==> config.mk <==
export PLATFORM = sky130hd
export DESIGN_NAME = seq_flag_adder
export DESIGN_NICKNAME = d
export VERILOG_FILES = /design/src/rtl/seq_flag_adder.sv
export SDC_FILE = /design/constraint.sdc
export NUM_CORES = 1
export LEC_CHECK = 0
export CORE_MARGIN = 5
export CORE_UTILIZATION = 47
export CTS_CLUSTER_SIZE = 10
export DETAILED_ROUTE_END_ITERATION = 12
export GPL_ROUTABILITY_DRIVEN = 0
export HOLD_SLACK_MARGIN = 0.05
export PLACE_DENSITY = 0.75
export SYNTH_ARGS = -nofsm -noshare
export SYNTH_HDL_FRONTEND = slang
export SYNTH_SLANG_ARGS = --single-unit
==> constraint.sdc <==
create_clock -name clk -period 2.6 [get_ports clk]
set_clock_uncertainty 0.2 [all_clocks]
set_input_delay 0.52 -clock clk [delete_from_list [all_inputs] [get_ports clk]]
set_output_delay 0.52 -clock clk [all_outputs]
set_load 0.1 [all_outputs]
==> src/rtl/seq_flag_adder.sv <==
// Multi-cycle add/subtract unit, CHUNK bits per clock, LSB chunk first.
// Registers the result with sign, zero, carry, parity and overflow flags.
module seq_flag_adder #(
    parameter int WIDTH = 16,
    parameter int CHUNK = 4
) (
    input  logic             clk,
    input  logic             rst,
    input  logic             start,
    input  logic             sub,
    input  logic [WIDTH-1:0] a,
    input  logic [WIDTH-1:0] b,
    output logic             busy,
    output logic             done,
    output logic [WIDTH-1:0] c,
    output logic             sign,
    output logic             zero,
    output logic             carry,
    output logic             parity,
    output logic             overflow
);

    localparam int NCHUNK = WIDTH / CHUNK;
    localparam int IDXW   = (NCHUNK > 1) ? $clog2(NCHUNK) : 1;
    localparam logic [IDXW-1:0] LAST = IDXW'(NCHUNK - 1);

    typedef enum logic {IDLE, RUN} state_t;

    state_t           r_state;
    logic [WIDTH-1:0] r_a;
    logic [WIDTH-1:0] r_b;
    logic [WIDTH-1:0] r_part;
    logic             r_cy;
    logic             r_amsb;
    logic             r_bmsb;
    logic [IDXW-1:0]  r_idx;

    logic [CHUNK:0]   w_sum;
    logic [WIDTH-1:0] w_res;

    assign w_sum = {1'b0, r_a[CHUNK-1:0]} + {1'b0, r_b[CHUNK-1:0]}
                 + {{CHUNK{1'b0}}, r_cy};
    // New chunk enters at the top; after NCHUNK shifts the word is aligned.
    assign w_res = WIDTH'({w_sum[CHUNK-1:0], r_part} >> CHUNK);

    always_ff @(posedge clk or posedge rst) begin
        if (rst) begin
            r_state  <= IDLE;
            r_a      <= '0;
            r_b      <= '0;
            r_part   <= '0;
            r_cy     <= 1'b0;
            r_amsb   <= 1'b0;
            r_bmsb   <= 1'b0;
            r_idx    <= '0;
            busy     <= 1'b0;
            done     <= 1'b0;
            c        <= '0;
            sign     <= 1'b0;
            zero     <= 1'b0;
            carry    <= 1'b0;
            parity   <= 1'b0;
            overflow <= 1'b0;
        end else begin
            done <= 1'b0;
            case (r_state)
                IDLE: begin
                    if (start) begin
                        r_a     <= a;
                        r_b     <= sub ? ~b : b;
                        r_cy    <= sub;
                        r_amsb  <= a[WIDTH-1];
                        r_bmsb  <= b[WIDTH-1] ^ sub;
                        r_part  <= '0;
                        r_idx   <= '0;
                        busy    <= 1'b1;
                        r_state <= RUN;
                    end
                end
                RUN: begin
                    r_a    <= r_a >> CHUNK;
                    r_b    <= r_b >> CHUNK;
                    r_part <= w_res;
                    r_cy   <= w_sum[CHUNK];
                    r_idx  <= r_idx + IDXW'(1);
                    if (r_idx == LAST) begin
                        c        <= w_res;
                        sign     <= w_res[WIDTH-1];
                        zero     <= (w_res == '0);
                        carry    <= w_sum[CHUNK];
                        parity   <= ^w_res;
                        // Operands agree in sign but the result does not.
                        overflow <= (r_amsb == r_bmsb)
                                 && (w_res[WIDTH-1] != r_amsb);
                        done     <= 1'b1;
                        busy     <= 1'b0;
                        r_state  <= IDLE;
                    end
                end
                default: r_state <= IDLE;
            endcase
        end
    end

endmodule

* Yosys cells after proc, flatten, opt, wreduce, memory -nomap -nowiden
Cells that the tools add are included.
Operators by class: bitwise operators 3, equality and inequality tests 5, mux-type cells 19, reductions and logical operators 6, add/subtract/negate cells 3
Operators by type and width (count):
- 16-bit case mux with 2 select lines | 3
- 16-bit two-way mux | 4
- 16-bit logical NOT | 1
- 16-bit inverter | 1
- 16-bit XOR reduction | 1
- 1-bit two-way mux | 7
- 1-bit case mux with 2 select lines | 3
- 2-bit AND reduction | 3
- 4-bit by 4-bit adder with 5-bit output | 1
- 5-bit by 1-bit adder with 5-bit output | 1
- 2-bit case mux with 2 select lines | 1
- 2-bit by 1-bit adder with 2-bit output, second input constant | 1
- 2-bit equality test, second input constant | 1
- 2-bit two-way mux | 1
- 2-bit by 1-bit != test with 1-bit output, second input constant | 1
- 2-bit != test, second input constant | 1
- 1-bit equality test | 1
- 1-bit logical AND | 1
- 1-bit != test | 1
- 1-bit inverter | 1
- 1-bit bitwise XOR | 1
Word-level totals: output and inout bits 23, register bits 77

* Depth between registers and ports, before layout
Gate-level depths: netlist of run 1.
word-level depth 4, mapped depth 9, gate-level depth less buffers 9

* Worst setup path after synthesis of run 1
No wires, ideal clock.
path type register to register, start point register r_a[0], end point register parity, period minus slack after synthesis 2.699 ns, path buffers 0, arrival time 2.372 ns, cell stages (with the launch flop) 10, data required time 2.273 ns, path slack -0.099 ns, path through dfrtp_1 fa_1 inv_1 fa_1 ha_1 xnor2_1 xnor3_1 xnor2_1 xnor2_1 o21ai_1
Between the ends: cells in the longest elaborated chain, start to end 3
Ends and longest elaborated chain:
- start: declaration | RTL line 30 | logic [WIDTH-1:0] r_a;
- start signal: assignment | RTL line 81 | r_a <= r_a >> CHUNK;
- 4-bit by 4-bit adder with 5-bit output | RTL line 41 | assign w_sum = {1'b0, r_a[CHUNK-1:0]} + {1'b0, r_b[CHUNK-1:0]}
- 5-bit by 1-bit adder with 5-bit output | RTL line 42 | + {{CHUNK{1'b0}}, r_cy};
- 16-bit XOR reduction | RTL line 91 | parity <= ^w_res;
- end signal: assignment | RTL line 91
- end: declaration | RTL line 19 | output logic parity,
No other way between the ends. A chain may end at the register's enable or synchronous reset.

* Final worst setup path of run 1
Same ends and word-level chain as after synthesis.

==> impl_metrics.tcl, run 1 <==
set metrics [dict create \
    yosys.area.top_type "dfrtp_1" \
    ys_types 30 \
    finalWirelength_um 6530 \
    antenna_found_initial 0 \
    synth_flop_cell "dfrtp_1" \
    portBuffers 58 \
    fmax_ghz 0.371 \
    yosysTopAreaCellShare_pct 53.2 \
    overflow 0 \
    crit_fanout 3 \
    root_buffer "clkbuf_8" \
    relSlewSlack_pct 72.8 \
    failed_checks "setup timing" \
    postCtsSetupBuffers 0 \
    synth_edf_count 0 \
    drtAntennaViolNets 0 \
    synth_fp_nets 387 \
    dr.first_iter.drc_count 83 \
    path_class "flip-flop to flip-flop" \
    synth_cells 338 \
    h-tree-depth 3 \
    cts_tree "built" \
    report.final.slew_viol_count 0 \
    grt_pass1_vias 2366 \
    grt_pass1_wl_um 11100 \
    worst_pin_slew_ps 407 \
    setup_slack_ps -95.8 \
    die_h_um 94.9 \
    core_mm2 0.00714 \
    wl_per_cell_um 13.2 \
    synth-seq-cells 72 \
    viasPerCell 4.94 \
    post-place-ws_ps -190 \
    ctsHoldBuffers 0 \
    insertion_delay_ps 350 \
    clkSlewWorstSetupHoldPaths_ps 80 \
    cts_sinks 72 \
    dp_hpwl_um 4660 \
    ys_async_sr_fraction_pct 100 \
    outcome "finished with violations" \
    end_kind "flip-flop" \
    drive_above_1_share_pct 15.4 \
    ctsLongestPathBuffers 2 \
    drc 0 \
    cp.arrival_ps 2720 \
    synthToLayoutAreaGrowth_pct 26.0 \
    n_fill_cell 647 \
    grt_setup_unrepaired "true" \
    syn-cell-area_mm2 0.00339 \
    hold_violations 0 \
    ys_seq_area_share_pct 53.2 \
    worstPathRequired_ps 2620 \
    dieArea_mm2 0.00900 \
    first_pass_iters 4 \
    fin_crit_sh_pct 104 \
    io_pins 59 \
    gr-usage-all-layers_pct 15.9 \
    yosys_warnings 0 \
    avgSynthCellArea_um2 10.0 \
    hold_class "flip-flop to flip-flop" \
    nets 441 \
    cap_violations 0 \
    startpoint_type "flip-flop" \
    die_w_um 94.9 \
    cts_made_buffers 9 \
    grt_max_degree 73 \
    yosysMostFrequentCell "dfrtp_1" \
    period_needed_ps 2700 \
    diodes 0 \
    vias 2452 \
    initial_utilization_pct 47.4 \
    fp-row-count 31 \
    synth_area_leaders "dfrtp_1 53%, o21ai_0 7.7%, nand2_1 7.6%" \
    synth_common_cells "72 x dfrtp_1, 69 x nand2_1, 52 x o21ai_0" \
    setup_viol 1 \
]
## worst paths after layout
path,from,depth (start not counted),slack [ps],to
worst max register to register,r_a[0],9,-100,parity
worst min register to register,c[10],2,280,c[10]
worst min-delay path,c[10],2,280,c[10]
max in group asynchronous,rst,3,1510,r_state
worst max-delay path,r_a[0],9,-100,parity
min in group asynchronous,rst,3,350,c[0]
## layout by cell type, fill, tap and decap left out, types with 2 or more instances in the layout
cell type and n:
clkinvlp_4 3, xnor2_1 22, xnor2_2 2, a21o_1 2, fa_2 2, bufinv_16 2, o21ai_1 2, nand2_1 69
inv_2 2, buf_12 2, clkbuf_8 9, dfrtp_1 71, inv_1 17, nand2b_1 2, o31ai_1 12, mux2i_1 16
mux2_2 4, ha_1 10, a21oi_1 2, buf_4 29, a211oi_1 5, nor2_1 12, clkdlybuf4s50_1 34, o21ai_0 52
## critical path: stages (launching register included)
cell and delay (ps):
dfrtp_1 410, fa_2 410, inv_2 60, fa_2 460, ha_4 290, xnor2_2 100, xnor3_1 250, xnor2_1 180
xnor2_1 140, o21ai_1 70
## through the flow
step                      hold WS [ps]  cell area [um^2]  cells  TNS, ps  utilization [%]
after floorplan                    248              3390    338    -36.3                -
after detailed placement           267              4020    480     -190             56.4
after CTS                          285              4270    496     -129             59.8
after global placement             262              4020    480    -97.8             56.4
after global routing               310              4270    496     -205             59.8
final                              281              4270    496    -95.8             59.8
## sequential cells by signal (all words and copies together) (netlist names), 2 cells and up
name / flops
c: 16
r_a: 16
r_part: 12
r_b: 16
r_idx: 2
## cell families (layout without fill, tap and decap cells)
group                      Yosys count  in the layout  share of synthesized area [%]
buffers and inverters               42            101                           4.88
muxes                               20             20                           6.06
DFF                                 72             72                           53.2
xor gates and xnor gates            25             25                           7.10
adders and majority gates           13             13                           5.25
and+or+nand+nor                     88             88                           10.3
AOI/OAI and AO/OA                   78             78                           13.2
## layout make-up
| cell class | count | area, um^2 | share of cell area [%] |
|---|---|---|---|
| Clock buffer | 9 | 124 | 2.90 |
| Clock inverter | 7 | 96.3 | 2.26 |
| Inverter | 19 | 71.3 | 1.67 |
| Multi-Input combinational cell | 224 | 1440 | 33.9 |
| Sequential cell | 72 | 1800 | 42.3 |
| Tap cell | 99 | 124 | 2.90 |
| Timing Repair Buffer | 66 | 603 | 14.1 |
## timing repair
item,in CTS,in global routing
gates resized for setup,3,0
pin swaps,4,2
setup endpoints to repair,1,1
## per-layer routing
layer  GRT usage (%)  up-vias  routed length (um)
met5               0        -                   0
met4            5.77        0                  70
met3            4.30        8                 341
met2            24.0       63                3000
met1            22.1     1143                3130
li1                -     1238                   -
Power of run 1 is left out: the tool's default activity adds up to more than one toggle a clock period on the data nets, which glitch-free logic cannot reach.
==> run 2, diff against run 1 <==
--- a/config.mk
+++ b/config.mk
@@ -5,7 +5,7 @@
 export SDC_FILE = /design/constraint.sdc
 export NUM_CORES = 1
 export LEC_CHECK = 0
-export CORE_MARGIN = 5
+export CORE_MARGIN = 1.5
 export CORE_UTILIZATION = 47
 export CTS_CLUSTER_SIZE = 10
 export DETAILED_ROUTE_END_ITERATION = 12
==> run 2 against run 1 <==
The flow still finishes with violations (setup timing). Non-clock buffer count down 1. Count of clock-buffer cells in the layout is 3 higher. Via count rose by 0.94%. Final cell count fell by 0.81%. Sequential share of layout area up 0.74 points. Critical path depth is the same. Final area shrank 1.7%. First-iteration DRC count rose by 45%. Setup slack got worse by 19 ps. Largest cell class unchanged.
==> impl_metrics.tcl, run 2 (synthesis results as in run 1) <==
set metrics [dict create \
    initial_utilization_pct 49.3 \
    nets 440 \
    largestRegisters "c x16, r_a x16, r_b x16" \
    grt_max_degree 73 \
    overflow 0 \
    stdcell_count 492 \
    die_w_um 87.9 \
    period_needed_ps 2720 \
    wl_met1_um 3000 \
    diodes 0 \
    multi_input_area_mm2 0.00144 \
    setup_viol 1 \
    failed_checks "setup timing" \
    worst_pin_slew_ps 506 \
    synthToLayoutAreaGrowth_pct 23.8 \
    setup_slack_ps -115 \
    hold_class "flip-flop to flip-flop" \
    gr-usage-all-layers_pct 18.2 \
    mostFrequentLayoutCells "71 x dfrtp_1, 69 x nand2_1, 52 x o21ai_0, 34 x clkdlybuf4s50_1, 28 x buf_4" \
    cpMaxStageDelayCell "fa_2" \
    startpoint_type "flip-flop" \
    io_pins 59 \
    drc 0 \
    drive_above_1_share_pct 14.4 \
    critPathTopFamily "adder cells" \
    seq_area_mm2 0.00180 \
    cp.arrival_ps 2740 \
    hold_violations 0 \
    dr.first_iter.drc_count 120 \
    report.final.slew_viol_count 0 \
    portBuffers 58 \
    wl_per_cell_um 12.9 \
    outcome "finished with violations" \
    worstPathRequired_ps 2620 \
    first_pass_iters 4 \
    relSlewSlack_pct 66.2 \
    finalWirelength_um 6370 \
    ctsHoldBuffers 0 \
    clkSlewWorstSetupHoldPaths_ps 70 \
    dieArea_mm2 0.00772 \
    grt_setup_unrepaired "true" \
    insertion_delay_ps 340 \
    wl_met3_um 299 \
    fp-row-count 30 \
    slowest_delay_ps 470 \
    cts_sinks 72 \
    cap_violations 0 \
    grt_pass1_wl_um 10900 \
    antenna_found_initial 0 \
    cts_made_buffers 9 \
    final_common_cell "dfrtp_1" \
    core_mm2 0.00687 \
    vias 2475 \
    crit_buf_inv 1 \
    h-tree-depth 3 \
    fin_crit_sh_pct 104 \
    drtAntennaViolNets 0 \
    crit_fanout 3 \
    root_buffer "clkbuf_8" \
    fmax_ghz 0.368 \
    utilization_pct 61.0 \
    wl_met2_um 2950 \
    viasPerCell 5.03 \
    die_h_um 87.9 \
    end_kind "flip-flop" \
    dp_hpwl_um 4450 \
    highest_layer "met4" \
    ctsLongestPathBuffers 2 \
    grt_pass1_vias 2379 \
    cp_cell_sequence "fa_2, inv_2, fa_2, ha_4, xnor2_2, xnor3_1, xnor2_1, xnor2_1, o21ai_1" \
    path_class "flip-flop to flip-flop" \
    n_fill_cell 604 \
    cts_tree "built" \
    placedCellCount 476 \
]
[run 2: tightest hold or removal path, stage by stage (launching register included)]
cell	delay, ps
dfrtp_1	340
nand2_1	50
o21ai_0	60
[run 2: layout make-up]
class                   count  share of cell area, %
clock buffers              12                   3.22
clock inverters             4                  0.537
flip-flops and latches     72                   43.0
inverters                  19                   1.70
repair buffers             65                   14.2
well taps                  96                   2.87
multi-input cells         224                   34.4
[run 2: path summary, 6_finish.rpt]
check | startpoint | end | slack [ps] | cells past startpoint
max | r_cy | parity | -120 | 9
min | c[4] | c[4] | 280 | 2
max in group asynchronous | rst | r_b[0] | 1510 | 3
min reg2reg | c[4] | c[4] | 280 | 2
max reg2reg | r_cy | parity | -120 | 9
min in group asynchronous | rst | r_part[8] | 380 | 3
[run 2: repair_timing]
action / CTS / global route
buffers inserted: 0 / 0
setup endpoints to repair: 1 / 1
resized for setup: 0 / 3
pin swaps: 3 / 3
[run 2: metal layers]
metal	vias up	GRT usage (%)
met3	14	3.39
li1	1225	-
met1	1166	24.9
met5	-	0
met2	70	28.2
met4	0	7.94
[run 2: stage by stage]
step | hold WS (ps) | area [um^2] | TNS (ps) | worst slack, ps
2_1_floorplan | 248 | 3390 | -36.3 | -36.3
3_3_place_gp | 261 | 4010 | -85.6 | -85.6
3_5_place_dp | 266 | 4010 | -157 | -157
4_1_cts | 281 | 4170 | -148 | -148
5_1_grt | 309 | 4190 | -252 | -252
6_report | 280 | 4190 | -115 | -115
Power of run 2 is left out for the same reason.
==> run 3, diff against run 2 <==
--- a/config.mk
+++ b/config.mk
@@ -12,6 +12,7 @@
 export GPL_ROUTABILITY_DRIVEN = 0
 export HOLD_SLACK_MARGIN = 0.05
 export PLACE_DENSITY = 0.75
+export SLEW_MARGIN = 10
 export SYNTH_ARGS = -nofsm -noshare
 export SYNTH_HDL_FRONTEND = slang
 export SYNTH_SLANG_ARGS = --single-unit
==> results of run 3 <==
The final DEF is identical to that of run 2; final timing and power are the same.
Power of run 3 is left out for the same reason.
